--- src/rtl/motor_ramp_sequencer.sv ---
// Partial-ramp motor start sequencer: steps 30% -> 50% -> 100% on start and back down on stop,
// timing each intermediate step in prescaler ticks, with a latched fault shutdown.
module motor_ramp_sequencer #(
   parameter int unsigned DWELL_FAST = 2,
   parameter int unsigned DWELL_SLOW = 5,
   parameter int unsigned CNT_W      = 4
) (
   input  logic       clk,
   input  logic       reset,
   input  logic       tick,
   input  logic       start,
   input  logic       stop,
   input  logic       rapido,
   input  logic       lento,
   input  logic       fault,
   input  logic       clr_fault,
   output logic       out_30,
   output logic       out_50,
   output logic       out_100,
   output logic       busy,
   output logic       at_speed,
   output logic       fault_latched,
   output logic [2:0] state_o
);

   typedef enum logic [2:0] {
      S_IDLE    = 3'd0,
      S_UP30    = 3'd1,
      S_UP50    = 3'd2,
      S_RUN     = 3'd3,
      S_DN50    = 3'd4,
      S_DN30    = 3'd5,
      S_FAULT   = 3'd6,
      S_ILLEGAL = 3'd7
   } state_t;

   localparam logic [CNT_W-1:0] FAST_MAX = CNT_W'(DWELL_FAST - 1);
   localparam logic [CNT_W-1:0] SLOW_MAX = CNT_W'(DWELL_SLOW - 1);

   state_t           state, state_next;
   logic [CNT_W-1:0] cnt, cnt_next;
   logic [CNT_W-1:0] dmax, dmax_next;
   logic             expire;
   logic             out_30_next, out_50_next, out_100_next;
   logic             busy_next, at_speed_next, fault_latched_next;

   assign expire  = tick && (cnt == dmax);
   assign state_o = 3'(state);

   // Next state, dwell counter and latched dwell limit
   always_comb begin
      state_next = state;
      cnt_next   = cnt;
      dmax_next  = dmax;
      if (fault) begin
         state_next = S_FAULT;
      end else begin
         case (state)
            S_IDLE: begin
               if (!stop && start && (rapido != lento)) begin
                  state_next = S_UP30;
                  dmax_next  = rapido ? FAST_MAX : SLOW_MAX;
               end
            end
            S_UP30: begin
               if (stop)        state_next = S_IDLE;
               else if (expire) state_next = S_UP50;
               else if (tick)   cnt_next   = cnt + CNT_W'(1);
            end
            S_UP50: begin
               if (stop)        state_next = S_DN30;
               else if (expire) state_next = S_RUN;
               else if (tick)   cnt_next   = cnt + CNT_W'(1);
            end
            S_RUN: begin
               if (stop) state_next = S_DN50;
            end
            S_DN50: begin
               if (expire)    state_next = S_DN30;
               else if (tick) cnt_next   = cnt + CNT_W'(1);
            end
            S_DN30: begin
               if (expire)    state_next = S_IDLE;
               else if (tick) cnt_next   = cnt + CNT_W'(1);
            end
            S_FAULT: begin
               if (clr_fault) state_next = S_IDLE;
            end
            default: state_next = S_IDLE;
         endcase
      end
      // Counter restarts on every state entry
      if (state_next != state) cnt_next = '0;
   end

   // Output decode of the next state so outputs flip on the same edge as the state
   always_comb begin
      out_30_next        = (state_next == S_UP30) || (state_next == S_DN30);
      out_50_next        = (state_next == S_UP50) || (state_next == S_DN50);
      out_100_next       = (state_next == S_RUN);
      at_speed_next      = (state_next == S_RUN);
      fault_latched_next = (state_next == S_FAULT);
      busy_next          = (state_next == S_UP30) || (state_next == S_UP50) ||
                           (state_next == S_RUN)  || (state_next == S_DN50) ||
                           (state_next == S_DN30);
   end

   always_ff @(posedge clk or posedge reset) begin
      if (reset) begin
         state         <= S_IDLE;
         cnt           <= '0;
         dmax          <= FAST_MAX;
         out_30        <= 1'b0;
         out_50        <= 1'b0;
         out_100       <= 1'b0;
         busy          <= 1'b0;
         at_speed      <= 1'b0;
         fault_latched <= 1'b0;
      end else begin
         state         <= state_next;
         cnt           <= cnt_next;
         dmax          <= dmax_next;
         out_30        <= out_30_next;
         out_50        <= out_50_next;
         out_100       <= out_100_next;
         busy          <= busy_next;
         at_speed      <= at_speed_next;
         fault_latched <= fault_latched_next;
      end
   end

endmodule

--- config.mk ---
export PLATFORM = sky130hd
export DESIGN_NAME = motor_ramp_sequencer
export DESIGN_NICKNAME = d
export VERILOG_FILES = /design/src/rtl/motor_ramp_sequencer.sv
export SDC_FILE = /design/constraint.sdc
export NUM_CORES = 1
export LEC_CHECK = 0
export BUFFER_PORTS_ARGS = -buffer_cell sky130_fd_sc_hd__buf_4
export CAP_MARGIN = 15
export CORE_ASPECT_RATIO = 0.75
export CORE_MARGIN = 1
export CORE_UTILIZATION = 50
export CTS_CLUSTER_DIAMETER = 40
export DETAILED_ROUTE_END_ITERATION = 7
export PLACE_DENSITY = 0.82
export SYNTH_ARGS = -nofsm -noshare
export SYNTH_HDL_FRONTEND = slang
export SYNTH_SLANG_ARGS = --single-unit
--- constraint.sdc ---
create_clock -name clk -period 2.8 [get_ports clk]
set_clock_uncertainty 0.15 [all_clocks]
set_input_delay 0.28 -clock clk [delete_from_list [all_inputs] [get_ports clk]]
set_output_delay 0.28 -clock clk [all_outputs]
set_load 0.005 [all_outputs]
# ---- Yosys cells after proc, flatten, opt, wreduce, memory -nomap -nowiden
# Cells that the tools add are included.
dict set report totals {
  regBits 16
  latchBits 0
  ram_bits 0
  mem_bits_ro 0
  input_bits 9
  out_inout_bits 9
  wordCells 61
  memories 0
}
dict set report classes {
  add_sub_neg 1
  multipliers 0
  div_mod_pow 0
  order_cmp 0
  n_eq_ne 17
  shifts 0
  n_mux 18
  n_bitwise 1
  n_reduce_logical 16
}
# op n
set ops {}
lappend ops {{3-bit 2-to-1 mux} 11}
lappend ops {{3-bit one-hot mux with 7 select lines} 1}
lappend ops {{4-bit 2-to-1 mux} 5}
lappend ops {{3-bit equality test, second input constant} 6}
lappend ops {{3-bit by 2-bit equality test with 1-bit output, second input constant} 4}
lappend ops {{4-bit one-hot mux with 2 select lines} 1}
lappend ops {{3-bit by 1-bit equality test with 1-bit output, second input constant} 2}
lappend ops {{1-bit logical OR} 6}
lappend ops {{3-bit AND reduction} 2}
lappend ops {{4-bit by 1-bit adder with 4-bit output, second input constant} 1}
lappend ops {{4-bit equality test} 1}
lappend ops {{2-bit OR reduction} 2}
lappend ops {{1-bit logical AND} 3}
lappend ops {{3-bit logical NOT} 1}
lappend ops {{3-bit by 2-bit inequality test with 1-bit output, second input constant} 1}
lappend ops {{3-bit inequality test} 1}
lappend ops {{3-bit nonzero test} 1}
lappend ops {{2-bit by 1-bit inequality test with 1-bit output, second input constant} 1}
lappend ops {{1-bit logical NOT} 1}
lappend ops {{1-bit inequality test} 1}
lappend ops {{1-bit NOT} 1}

# ---- Depth between registers and ports, before layout
dict set report depth {
  depth_word 11
  ltp_mapped 6
}

# ---- Least setup slack after synthesis
# OpenSTA, ideal clock, no wires.
dict set report synth_path {
  kind {flip-flop to flip-flop}
  startpoint {register state[1], in the netlist state_o[1]}
  endpoint {register cnt[0]}
  setup_time_ns 0.133
  arrival_time_ns 1.665
  path_slack_ns 0.851
  stages_incl_launch_ff 6
  path_buffers 0
  cell_sequence {dfrtp_1 or4b_4 o32ai_2 a21oi_2 a211oi_2 nor3_1}
}
dict set report synth_via {
  elab_chain_cells 7
  word_cells_on_any_way 28
  cone_classes {eq/ne (9); mux (14); reduce/logical (5)}
}
# item line_no
set synth_rtl {}
lappend synth_rtl {{start, declared} 40} ;# state_t state, state_next;
lappend synth_rtl {{start signal, assigned} 120} ;# state <= state_next;
lappend synth_rtl {{3-bit 2-to-1 mux (on tied branches)} {72, 67}}
lappend synth_rtl {{3-bit 2-to-1 mux (on tied branches)} {71, 66}}
lappend synth_rtl {{3-bit one-hot mux with 7 select lines} 58} ;# case (state)
lappend synth_rtl {{3-bit 2-to-1 mux} 55} ;# if (fault) begin
lappend synth_rtl {{3-bit inequality test} 93} ;# if (state_next != state) cnt_next = '0;
lappend synth_rtl {{3-bit by 2-bit inequality test with 1-bit output (no source line) (tied with other cells)} -}
lappend synth_rtl {{3-bit AND reduction (no source line)} -}
lappend synth_rtl {{end signal, assigned} 121} ;# cnt <= cnt_next;
lappend synth_rtl {{end, declared} 41} ;# logic [CNT_W-1:0] cnt, cnt_next;
# Several ways; a longest one is shown, not always the timed one. The select of a mux whose other input is x is not followed.
# A chain may end at the register's enable or synchronous reset.

# ---- Worst setup path after layout
dict set report layout_path {
  startpoint {register state[1], in the netlist state_o[1]}
  endpoint {register cnt[1]}
}
# The elaborated chain is that of the path after synthesis.

==> impl_summary.txt <==
----------------------------------------------------
[CTS]
  TritonCTS sink count ... 14
  Source-to-sink clock delay at the later pin of the worst-skew pair ... 0.29 ns
  Clock transition at path regs ... 0.09 ns
  Root Driver ... clkbuf_4
  CTS HTree Levels ... 1
  Clock tree from TritonCTS ... done
  Inserted Clock Buffers ... 3
  Post-cts resize count ... 0
  Largest buffer count on any clock path ... 2

[Synth]
  Avg Inst Size Synth ... 9.34 um2
  Number of distinct library cell variants in the gate-level netlist after synthesis ... 41
  Synth async-reset ratio ... 100%
  Post-synthesis compound-gate area fraction ... 17.7%
  Syn Inst Count ... 97
  Syn. warnings ... 0
  Post-synthesis register bit count ... 14
  Proportion of synthesized area in mux cells ... 2.21%
  Top FF cell, synth ... dfrtp_1
  Largest family of logic cells by synthesized area ... simple AND/OR/NAND/NOR gates
  EDFF count, synth ... 0
  Adder-cell area share of the yosys netlist ... 1.38%
  XOR/XNOR Fraction of Synth Area ... 6.77%
  Net count after synthesis ... 107
  Post-synth design cell area ... 906 um2
  Sequential-to-total area share from yosys stat ... 38.8%
  Post-synthesis share of cell area spent on and, or, nand and nor gates ... 28.2%

[Worst hold path]
  Startpoint of the worst hold path ... rapido
  Instance count along the most critical hold path ... 2
  Hold Crit Endpoint ... dmax[2]$_DFFE_PP0P_
  Worst hold path class ... input pin to flip-flop

[Global routing]
  Global-route wire length before repair ... 3370 um
  Met1 track utilization from global routing ... 30.6%
  GR Util met2 ... 41.1%
  Vias in the first global route ... 735
  Most congested layer reported by global routing ... met2
  Number of antenna violations at the first check in global routing ... 0
  Grt total ovfl ... 0
  Overall track demand over capacity in global routing ... 25.0%
  Met3 global-route usage ... 9.02%
  Maximum number of pins on one net before global-route repair ... 16

[Floorplanning]
  Floorplan row count ... 12
  Count of boundary I/O pins ... 18
  Die outline width ... 51.2 um
  Area of the die ... 1990 um2
  Die extent in y ... 38.9 um
  Starting density of the core ... 56.9%
  CORE AREA ... 1590 um2

[Placement]
  GPL Wtd Cong ... 0.829
  Minimum setup slack after placement ... 0.611 ns
  Port Buffer Count ... 17
  DP HPWL ... 1540 um

[Flow run]
  Max-cap check violation count ... 0

[Timing]
  Shortest period the worst path allows ... 2.22 ns
  RSZ-0062 raised after global routing ... false
  Worst Hold Margin ... 0.0510 ns
  Post-route fraction of the period consumed by the critical path ... 79.5%
  Achievable frequency ... 450 MHz
  Worst slew margin relative to its limit ... 63.8%
  Final setup vio count ... 0
  Total negative slack ... 0 ns
  Final hold violation count ... 0
  Minimum setup slack in the final design ... 0.575 ns
  Transition time at the pin with the least slew margin ... 0.534 ns
  Final max-slew violation count ... 0

[Setup path]
  Critical path, cell by cell ... or4b_4 > o32ai_2 > a21oi_2 > a211oi_2 > nor3_1
  Capture point of the worst reg-to-reg path ... cnt[1]$_DFFE_PP0P_
  Category of the worst setup path capture point ... flip-flop
  Cell count of the worst reg-to-reg path ... 5
  Required time at the endpoint of the critical path ... 2.82 ns
  R2r setup slk ... 0.58 ns
  CP max stage delay ... 0.59 ns
  Launch instance of the worst register-to-register path ... state_o[1]$_DFF_PP0_
  Critical Path Source Type ... flip-flop
  Cell type of the slowest stage on the worst timing path ... or4b_4
  Data arrival, critical path ... 2.24 ns
  Type of the worst setup path ... flip-flop to flip-flop
  Max Fanout on Critical Path ... 15

[Drt]
  Violation count after the first detailed-route iteration ... 22
  Routed Antenna Nets ... 0
  Remaining routing DRC violations ... 0
  Average detailed-routed wire length per instance ... 15.3 um
  Via-per-instance ratio ... 5.80
  First-pass iteration count of the detailed router ... 4
  Total number of vias ... 783
  Final Routed Wirelength ... 2070 um

[Cells and area]
  Final Core Density ... 67.8%
  Synthesis-to-finish area growth ... 19.2%
  Final Net Count ... 125
  Antenna Diode Count ... 0
  Share of final-layout standard cells stronger than drive strength 1 ... 27.2%
  Number of inserted filler cells in the final layout ... 126

[Pwr]
  Power density normalized to cell area ... 449 nW/um2
  Total power after layout ... 0.485 mW
  Max VDD drop ... 0.267 mV
  Leakage power ... 0.483 nW

[Run status]
  Outcome ... complete, no violations

----------------------------------------------------
## sequential cells by signal, summed over array words and instances (netlist names)
register       flops
at_speed           1
cnt                4
fault_latched      1
out_50             1
state_o            3
dmax               2
busy               1
out_30             1
## synthesized netlist by cell type, drive strengths merged (2+ instances only)
cell type	count	share of area, %
mux2i	2	2.2
or2	3	2.1
a21oi	7	4.7
nand2	4	1.7
o21a	2	1.7
nand2b	3	2.1
o21ai	4	2.2
nor3	7	5.1
nor2	8	3.3
nor3b	4	3.9
nand3	2	1.1
and2	3	2.1
clkbuf	4	1.7
xnor2	4	3.9
dfrtp	13	36
inv	3	1.2
buf	2	2.1
nor2b	3	2.1
xor2	3	2.9
## metrics by stage
step                cell area (um2)  std cells
global placement               1030        130
global route                   1080        135
detailed placement             1030        130
floorplan                       906         97
CTS                            1080        135
finish                         1080        135
## layout make-up
| cell class | instances | area (um2) | area share [%] |
|---|---|---|---|
| clock buffers | 4 | 36.3 | 3.36 |
| repair buffers | 19 | 145 | 13.4 |
| multi-input cells | 74 | 509 | 47.2 |
| flip-flops and latches | 14 | 352 | 32.6 |
| well taps | 21 | 26.3 | 2.43 |
| inverters | 3 | 11.3 | 1.04 |
## how the worst max path moves through the flow
stage	from	slack, ns	endpoint
2_1_floorplan	state_o[1]$_DFF_PP0_	0.85	cnt[0]$_DFFE_PP0P_
3_3_place_gp	state_o[1]$_DFF_PP0_	0.67	cnt[1]$_DFFE_PP0P_
3_5_place_dp	state_o[1]$_DFF_PP0_	0.61	cnt[1]$_DFFE_PP0P_
4_1_cts	state_o[1]$_DFF_PP0_	0.60	cnt[1]$_DFFE_PP0P_
5_1_grt	state_o[1]$_DFF_PP0_	0.47	cnt[2]$_DFFE_PP0P_
6_report	state_o[1]$_DFF_PP0_	0.58	cnt[1]$_DFFE_PP0P_
## cells in the final DEF, fill, tap and decap left out, types with 3 or more instances in the layout
| cell type | count |
|---|---|
| nor3b_1 | 3 |
| buf_4 | 18 |
| nor3_1 | 6 |
| nand2_1 | 4 |
| clkbuf_4 | 3 |
| a21oi_1 | 5 |
| nand2b_1 | 3 |
| nor2b_1 | 3 |
| inv_1 | 3 |
| and2_1 | 3 |
| o21ai_0 | 3 |
| xnor2_1 | 4 |
| xor2_1 | 3 |
| nor2_1 | 8 |
| dfrtp_1 | 13 |
## kinds of logic after synthesis
family / Yosys count
AO/OA/AOI/OAI: 22
XOR/XNOR: 7
adder cells (fa/ha/maj): 1
buffers and inverters: 9
flip-flops: 14
multiplexers: 2
AND/OR/NAND/NOR: 42
## per-layer routing
metal  vias to the layer above  wire, um
li1                        376         -
met1                       367       928
met2                        33       985
met3                         7       108
met4                         0        42
met5                         -         0
## worst max-delay path: cells and delay by family, from the launching register on
kind | cells | cell delay [ns]
AOI/OAI and AO/OA | 3 | 0.71
DFF | 1 | 0.55
and+or+nand+nor | 2 | 0.70
## report_power, final
part | switching [mW] | leakage (nW) | internal [mW]
Clock | 0.0684 | 0.0210 | 0.0793
Combinational | 0.0541 | 0.288 | 0.0492
Sequential | 0.0193 | 0.174 | 0.214
## repair_timing
action	4_1_cts	5_1_grt
setup endpoints to repair	0	0
hold buffers	1	0
endpoints found under the hold margin	13	0
setup buffers	0	0
Note: power is estimated with default switching activity, not from simulation.
